--- src/rtl/sbc_ctrl_pkg.sv ---
// sbc_ctrl_pkg -- shared types and helpers for the SBC early-termination
// sequencer (sbc_et_ctrl).
//   sbc_st_t    : sequencer state encoding
//   SBC_WIDTH   : default converter estimate width
//   SBC_MIN_CHK : default first checkpoint index minus one at which
//                 stability comparisons are allowed
//   clamp_prec  : maps a requested precision into the legal range 1..max
package sbc_ctrl_pkg;

    localparam int SBC_WIDTH   = 8;
    localparam int SBC_MIN_CHK = 2;

    typedef enum logic [2:0] {
        IDLE,
        CLEAR,
        RUN,
        CHECK,
        DONE
    } sbc_st_t;

    // A precision of 0 would mean a one-bit stream with no meaningful
    // checkpoint, so it is promoted to 1; anything above max_prec would
    // overflow the stream counter, so it is clamped.
    function automatic int unsigned clamp_prec(input int unsigned prec,
                                               input int unsigned max_prec);
        if (prec == 0)
            return 1;
        else if (prec > max_prec)
            return max_prec;
        else
            return prec;
    endfunction

endpackage

--- src/rtl/sbc_abs_cmp.sv ---
// sbc_abs_cmp -- combinational stability test: le = (|a - b| <= tol).
//   a, b : unsigned WIDTH-bit estimates
//   tol  : unsigned WIDTH-bit tolerance
//   le   : 1 when the absolute difference is within tolerance
module sbc_abs_cmp #(
    parameter int WIDTH = 8
) (
    input  logic [WIDTH-1:0] a,
    input  logic [WIDTH-1:0] b,
    input  logic [WIDTH-1:0] tol,
    output logic             le
);

    logic signed [WIDTH:0] diff;
    logic        [WIDTH:0] mag;

    // One extra bit makes the subtraction exact for any pair of unsigned
    // operands, so the magnitude never overflows.
    always_comb begin
        diff = $signed({1'b0, a}) - $signed({1'b0, b});
        mag  = diff[WIDTH] ? unsigned'(-diff) : unsigned'(diff);
        le   = (mag <= {1'b0, tol});
    end

endmodule

--- src/rtl/sbc_et_ctrl.sv ---
// sbc_et_ctrl -- sequencer for one stochastic-to-binary converter with
// progressive-precision early termination.
//
// A job (precision k_max, tolerance) is accepted on start_valid/start_ready.
// The converter is cleared for one cycle, then the bitstream runs; after
// 2^k bits (k = 0,1,2,...) the stream pauses for one CHECK cycle. The job
// ends when 2^k_max bits have been consumed or, beyond checkpoint MIN_CHK,
// when the estimate moved by no more than the tolerance since the previous
// checkpoint. The result is offered on res_valid/res_ready.
//
// Build option: SBC_ET_EN -- when defined the stability comparison is
// active; otherwise only full-length termination exists, start_tol is
// ignored and res_early stays 0 (checkpoint pauses kept, same latency).
//
// Ports:
//   clk, rst        clock (rising edge), async active-high reset
//   start_valid/ready, start_prec, start_tol   job request
//   sbc_clr, src_en converter clear / advance-one-bit controls
//   sbc_bz          converter estimate (bits enabled before this cycle)
//   res_valid/ready, res_data, res_len, res_early   result
//   busy            high whenever not in IDLE
module sbc_et_ctrl
    import sbc_ctrl_pkg::*;
#(
    parameter  int WIDTH   = SBC_WIDTH,
    parameter  int MIN_CHK = SBC_MIN_CHK,
    localparam int PW      = $clog2(WIDTH + 1)
) (
    input  logic             clk,
    input  logic             rst,
    input  logic             start_valid,
    output logic             start_ready,
    input  logic [PW-1:0]    start_prec,
    input  logic [WIDTH-1:0] start_tol,
    output logic             sbc_clr,
    output logic             src_en,
    input  logic [WIDTH-1:0] sbc_bz,
    output logic             res_valid,
    input  logic             res_ready,
    output logic [WIDTH-1:0] res_data,
    output logic [WIDTH:0]   res_len,
    output logic             res_early,
    output logic             busy
);

    sbc_st_t          state;
    logic [WIDTH:0]   cnt;
    logic [PW-1:0]    k;
    logic [PW-1:0]    kmax;
    logic [WIDTH-1:0] prev_bz;
    logic [WIDTH:0]   pow_k;
    logic [WIDTH:0]   pow_kmax;
    logic [WIDTH:0]   cnt_nxt;
    logic             chk_ok;
    logic             stop_early;

    assign pow_k    = (WIDTH+1)'(1) << k;
    assign pow_kmax = (WIDTH+1)'(1) << kmax;
    assign cnt_nxt  = cnt + (WIDTH+1)'(1);
    assign chk_ok   = int'(k) > MIN_CHK;

`ifdef SBC_ET_EN
    logic [WIDTH-1:0] tol_q;
    logic             stable;

    sbc_abs_cmp #(.WIDTH(WIDTH)) u_cmp (
        .a   (sbc_bz),
        .b   (prev_bz),
        .tol (tol_q),
        .le  (stable)
    );

    assign stop_early = chk_ok && stable;

    always_ff @(posedge clk or posedge rst) begin
        if (rst)
            tol_q <= '0;
        else if (state == IDLE && start_valid)
            tol_q <= start_tol;
    end
`else
    // Comparator removed: tolerance and history have no consumer.
    logic unused_noet;
    assign unused_noet = ^{start_tol, prev_bz, chk_ok};
    assign stop_early  = 1'b0;
`endif

    // All handshake and converter controls decode from state only.
    assign start_ready = (state == IDLE);
    assign busy        = (state != IDLE);
    assign sbc_clr     = (state == IDLE) || (state == CLEAR);
    assign src_en      = (state == RUN);
    assign res_valid   = (state == DONE);

    always_ff @(posedge clk or posedge rst) begin
        if (rst) begin
            state     <= IDLE;
            cnt       <= '0;
            k         <= '0;
            kmax      <= PW'(1);
            prev_bz   <= '0;
            res_data  <= '0;
            res_len   <= '0;
            res_early <= 1'b0;
        end else begin
            case (state)
                IDLE: begin
                    if (start_valid) begin
                        kmax    <= PW'(clamp_prec(32'(start_prec), WIDTH));
                        cnt     <= '0;
                        k       <= '0;
                        prev_bz <= '0;
                        state   <= CLEAR;
                    end
                end
                CLEAR: state <= RUN;
                RUN: begin
                    cnt <= cnt_nxt;
                    // Leave RUN after the bit that brings the count to 2^k.
                    if (cnt_nxt == pow_k)
                        state <= CHECK;
                end
                CHECK: begin
                    if (cnt == pow_kmax) begin
                        res_data  <= sbc_bz;
                        res_len   <= cnt;
                        res_early <= 1'b0;
                        state     <= DONE;
                    end else if (stop_early) begin
                        res_data  <= sbc_bz;
                        res_len   <= cnt;
                        res_early <= 1'b1;
                        state     <= DONE;
                    end else begin
                        prev_bz <= sbc_bz;
                        k       <= k + PW'(1);
                        state   <= RUN;
                    end
                end
                DONE: begin
                    if (res_ready)
                        state <= IDLE;
                end
                default: state <= IDLE;
            endcase
        end
    end

endmodule
--- config.mk ---
export PLATFORM = sky130hd
export DESIGN_NAME = sbc_et_ctrl
export DESIGN_NICKNAME = d
export VERILOG_FILES = /design/src/rtl/sbc_ctrl_pkg.sv /design/src/rtl/sbc_abs_cmp.sv /design/src/rtl/sbc_et_ctrl.sv
export SDC_FILE = /design/constraint.sdc
export NUM_CORES = 1
export LEC_CHECK = 0
export CAP_MARGIN = 20
export CORE_ASPECT_RATIO = 1.5
export CORE_MARGIN = 2
export CORE_UTILIZATION = 55
export DETAILED_ROUTE_END_ITERATION = 10
export PLACE_DENSITY = 0.85
export SYNTH_ARGS = -nofsm -noshare
export SYNTH_HDL_FRONTEND = slang
export SYNTH_SLANG_ARGS = --single-unit
--- constraint.sdc ---
create_clock -name clk -period 4.5 [get_ports clk]
set_input_delay 0.9 -clock clk [delete_from_list [all_inputs] [get_ports clk]]
set_output_delay 0.9 -clock clk [all_outputs]
set_load 0.02 [all_outputs]
### Word level (Yosys, flattened, before mapping)

Cells that the tools add are included.

| cells by class | value |
|---|---|
| $lt $le $gt $ge | 1 |
| shifts and indexed selects | 2 |
| eq/ne operators | 10 |
| muxes and demuxes | 12 |
| $add $sub $neg | 2 |
| reduce and logical (&&, ||, !) cells | 11 |

Operators with widths:

| cell | number |
|---|---|
| 9-bit == test | 2 |
| 9-bit case mux with 2 select lines | 1 |
| 1-bit by 4-bit left shift with 9-bit output (first input constant) | 2 |
| 4-bit 2-to-1 mux | 4 |
| 3-bit case mux with 5 select lines | 1 |
| 3-bit 2-to-1 mux | 4 |
| 9-bit by 1-bit adder with 9-bit output (second input constant) | 1 |
| 9-bit 2-to-1 mux | 1 |
| 4-bit case mux with 2 select lines | 1 |
| 3-bit by 2-bit == test with 1-bit output (second input constant) | 2 |
| 2-bit AND reduction | 3 |
| 3-bit AND reduction | 2 |
| 4-bit by 1-bit adder with 4-bit output (second input constant) | 1 |
| 4-bit greater-than comparator (second input constant) | 1 |
| 4-bit logical NOT | 1 |
| 2-bit by 1-bit != test with 1-bit output (second input constant) | 2 |
| 2-bit != test (second input constant) | 2 |
| 2-bit nonzero test | 2 |
| 3-bit by 1-bit == test with 1-bit output (second input constant) | 1 |
| 3-bit == test (second input constant) | 1 |
| 3-bit logical NOT | 1 |
| 3-bit nonzero test | 1 |
| 1-bit logical OR | 1 |

| storage, ports and cells | value |
|---|---|
| word-level logic and storage cells | 44 |
| bits in registers | 37 |
| input bits | 24 |
| output and inout bits | 23 |

### Longest topological paths before layout

| logic depth | value |
|---|---|
| depth in word-level cells | 4 |
| gate-level depth with buffers | 9 |

### Worst setup path before layout

OpenSTA, ideal clock, no wires.

| timing | value |
|---|---|
| path kind | register to register |
| start point | reg kmax[3] |
| end point | reg res_data[5] |
| required time | 4.375 ns |
| cell stages (with the launch flop) | 10 |
| arrival | 2.407 ns |
| slack | 1.968 ns |
| setup time | 0.125 ns |
| path buffers | 2 |
| cells stage by stage | dfrtp_1 buf_2 nor3b_4 mux2_4 o21ai_2 nand3_1 or3b_4 nor3_4 buf_8 mux2_2 |

| between the ends | value |
|---|---|
| cells in the longest elaborated chain, start to end | 3 |

Ends and longest elaborated chain:

| item | RTL line | RTL |
|---|---|---|
| start: declaration | sbc_et_ctrl.sv:49 | `logic [PW-1:0] kmax;` |
| start signal: assignment | sbc_et_ctrl.sv:109 | `kmax <= PW'(clamp_prec(32'(start_prec), WIDTH));` |
| 1-bit by 4-bit left shift with 9-bit output | sbc_et_ctrl.sv:58 | `assign pow_kmax = (WIDTH+1)'(1) << kmax;` |
| 9-bit == test | sbc_et_ctrl.sv:124 | `if (cnt == pow_kmax) begin` |
| 2-bit AND reduction (no line) | -- |  |
| end signal: assignment | sbc_et_ctrl.sv:125 | `res_data <= sbc_bz;` |
| end signal: assignment | sbc_et_ctrl.sv:130 | `res_data <= sbc_bz;` |
| end: declaration | sbc_et_ctrl.sv:40 | `output logic [WIDTH-1:0] res_data,` |

Every way passes these cells.
A chain may end at the register's enable or synchronous reset.

### Worst setup path after layout

| timing | value |
|---|---|
| start point | reg state[2] |
| end point | out src_en |

| between the ends | value |
|---|---|
| cells in the longest elaborated chain, start to end | 1 |

Ends and longest elaborated chain:

| item | RTL line | RTL |
|---|---|---|
| start: declaration | sbc_et_ctrl.sv:46 | `sbc_st_t state;` |
| start signal: assignment | sbc_et_ctrl.sv:97 | `state <= IDLE;` |
| start signal: assignment | sbc_et_ctrl.sv:113 | `state <= CLEAR;` |
| start signal: assignment | sbc_et_ctrl.sv:116 | `CLEAR: state <= RUN;` |
| 3-bit by 2-bit == test with 1-bit output | sbc_et_ctrl.sv:92 | `assign src_en = (state == RUN);` |
| end: declaration | sbc_et_ctrl.sv:36 | `output logic src_en,` |

Every way passes these cells.

==> results.md <==
- Worst path bufs/invs: 2
- Total number of vias: 1836
- Post-synthesis register bit count: 37
- Post-Syn Instances: 232
- Slew @ Worst Pin: 0.896 ns
- Setup Buffers After CTS: 0
- Wirelength, routed: 4750 µm
- Crit path arrival time: 2.29 ns
- First-pass GRT wire length: 7620 µm
- CP Class: reg2out
- Vias per std cell: 5.92
- Antenna violations before repair: 0
- Clock Tree Buf Depth: 2
- Main synth FF type: dfrtp_1
- Seq/Total Area, Yosys: 41.6%
- Tcrit/Tclk final: 71.0%
- Critical path startpoint category: flip-flop
- Crit-path slowest cell: clkdlybuf4s50_1
- Layout fillers: 300
- Static Leak: 1.15 nW
- Root Buffer Master: clkbuf_8
- Share of cells above drive strength 1: 13.6%
- Clk slew on worst S/H paths: 0.08 ns
- Global placer's final weighted congestion: 0.811
- Register area: 927 µm²
- Port bufs: 37
- Final setup viols: 0
- First-pass iteration count of the detailed router: 4
- Multi-input logic area: 1180 µm²
- Setup TNS Final: 0 ns
- HPWL Detailed: 3300 µm
- Crit path time final: 3.19 ns
- Site Rows: 28
- Die Wd: 56.0 µm
- Total gr overflow: 0
- CP required: 3.60 ns
- Hold Fails Final Rpt: 0
- Synth Cell Area: 2230 µm²
- Die footprint: 4580 µm²
- PD cells: 616 nW/µm²
- Crit-path max FO: 15
- Top cells by area, synth: dfrtp_1 (40%), mux2_2 (9.1%), o21ai_0 (5.4%), nand3_1 (4.0%), ha_1 (3.9%)
- P&R area growth vs syn: 22.2%
- Worst Hold Class: reg2reg
- Asr flop ratio synth: 100%
- Max Clock Skew: 0.00811 ns
- Share of the synthesized area in the top cell type: 40.4%
- CTS tree: built
- Max stage delay on crit path: 0.65 ns
- Synth cell types: 44
- Drt wl/cell: 15.3 µm
- Ant diodes: 0
- Mean Syn Cell Area: 9.60 µm²
- Worst Setup End Kind: primary output
- Worst slew margin: 39.8%
- Detailed router's first-iteration violation count: 69
- Max Cap Violations: 0
- VDD IR max: 0.617 mV
- Post-synth net total: 263
- Most common cell in the netlist: dfrtp_1
- Area leader, netlist: dfrtp_1
- Synth warn: 0
- Quantity of hold-fixing buffers added after cts: 0
- H-tree depth: 2
- Vias in the first global route: 1738
- GRT Total Usage: 21.5%
- Num Clock Sinks: 37
- Worst-Skew Late Latency: 0.30 ns
- Status: finished, final reports clean
- Detail Route Antenna Nets: 0
- Post-synth top cells: dfrtp_1 (36), o21ai_0 (24), nand2_1 (23)
- IO Count: 47
- Starting Density: 56.8%
- Die Span Y: 81.9 µm
- Post-synth EDFFs: 0
- Largest net degree at the start of global routing: 30
- Slew Limit Fails: 0
- Top delay family on crit path: buffers and inverters
- Num CTS Buffers: 5
- RSZ-0062 raised after global routing: false
- Core area: 3920 µm²
- # resized after CTS: 0
- Achievable frequency: 0.313 GHz
- Final nets: 295
- # DRC: 0
- Fin Hold WS: 0.514 ns
- Crit path cell chain: or3b_2 -> inv_1 -> clkdlybuf4s50_1
==> per-stage QoR <==
stage / setup WS, ns / std cells / power [mW] / instance area (µm²) / util (%)
floorplan: 1.97 / 232 / 1.12 / 2230 / -
global placement: 1.61 / 301 / 1.33 / 2570 / 65.6
detailed placement: 1.58 / 301 / 1.37 / 2570 / 65.6
CTS: 1.33 / 309 / 1.67 / 2690 / 68.7
finish: 1.31 / 310 / 1.68 / 2720 / 69.4
global route: 1.25 / 310 / 1.80 / 2720 / 69.4
==> placed cells by master (no fill, tap or decap), types with 2 or more instances in the layout <==
| master | n |
|---|---|
| mux2_2 | 18 |
| a21o_1 | 2 |
| xnor2_1 | 9 |
| inv_1 | 8 |
| a21oi_1 | 2 |
| nand3b_1 | 2 |
| o31ai_1 | 6 |
| nand2_1 | 23 |
| nand4b_1 | 5 |
| or3b_2 | 2 |
| nand3_1 | 18 |
| clkdlybuf4s50_1 | 37 |
| o21ai_0 | 24 |
| and4b_1 | 2 |
| dfrtp_1 | 36 |
| nor2b_1 | 4 |
| and3_1 | 3 |
| nor3b_1 | 3 |
| clkbuf_8 | 6 |
| nor2_1 | 17 |
| xor2_1 | 4 |
| nor3_1 | 2 |
| ha_1 | 7 |
| nand2b_1 | 3 |
| a31oi_1 | 2 |
==> power breakdown <==
| group | internal [mW] | total, mW | switching, mW |
|---|---|---|---|
| Combinational | 0.383 | 0.786 | 0.404 |
| Sequential | 0.440 | 0.583 | 0.142 |
| Clock | 0.180 | 0.308 | 0.127 |
| Total | 1.00 | 1.68 | 0.673 |
==> cell type report <==
class	instances	area share (%)
Timing Repair Buffer	39	14.9
Clock buffer	6	3.03
Clock inverter	2	1.38
Tap cell	45	2.07
Sequential cell	37	34.1
Inverter	8	1.10
Multi-Input combinational cell	173	43.4
==> final timing paths <==
kind	slack [ns]	depth (start not counted)	startpoint	endpoint
setup / recovery	1.31	3	state[2]	src_en
hold / removal	0.51	1	res_len[5]	res_len[5]
setup reg to reg	1.58	7	kmax[0]	res_len[2]
hold reg to reg	0.51	1	res_len[5]	res_len[5]
max in group asynchronous	3.00	4	rst	kmax[0]
min in group asynchronous	0.83	2	rst	res_len[8]
==> cell families (layout without fill, tap and decap cells) <==
kind of cell	after synthesis	in the layout	synth area share [%]
compound gates	40	40	10.5
xor+xnor	13	13	5.11
fa+ha+maj	7	7	3.93
buf+inv	22	55	5.28
flops	37	37	41.6
mux	19	19	9.77
other cells	1	1	0.168
simple gates	93	93	23.6
==> state kept, by name, indices dropped and copies added (netlist names) <==
signal and cells:
kmax 4, state 3, res_data 8, cnt 9, k 4, res_len 9
==> layer usage <==
layer	track usage, %	routed length, µm	up-vias
li1	-	-	871
met1	24.2	1890	882
met2	38.0	2430	60
met3	4.57	219	23
met4	12.1	199	0
met5	0	0	-
Note: power is estimated with default switching activity, not from simulation.
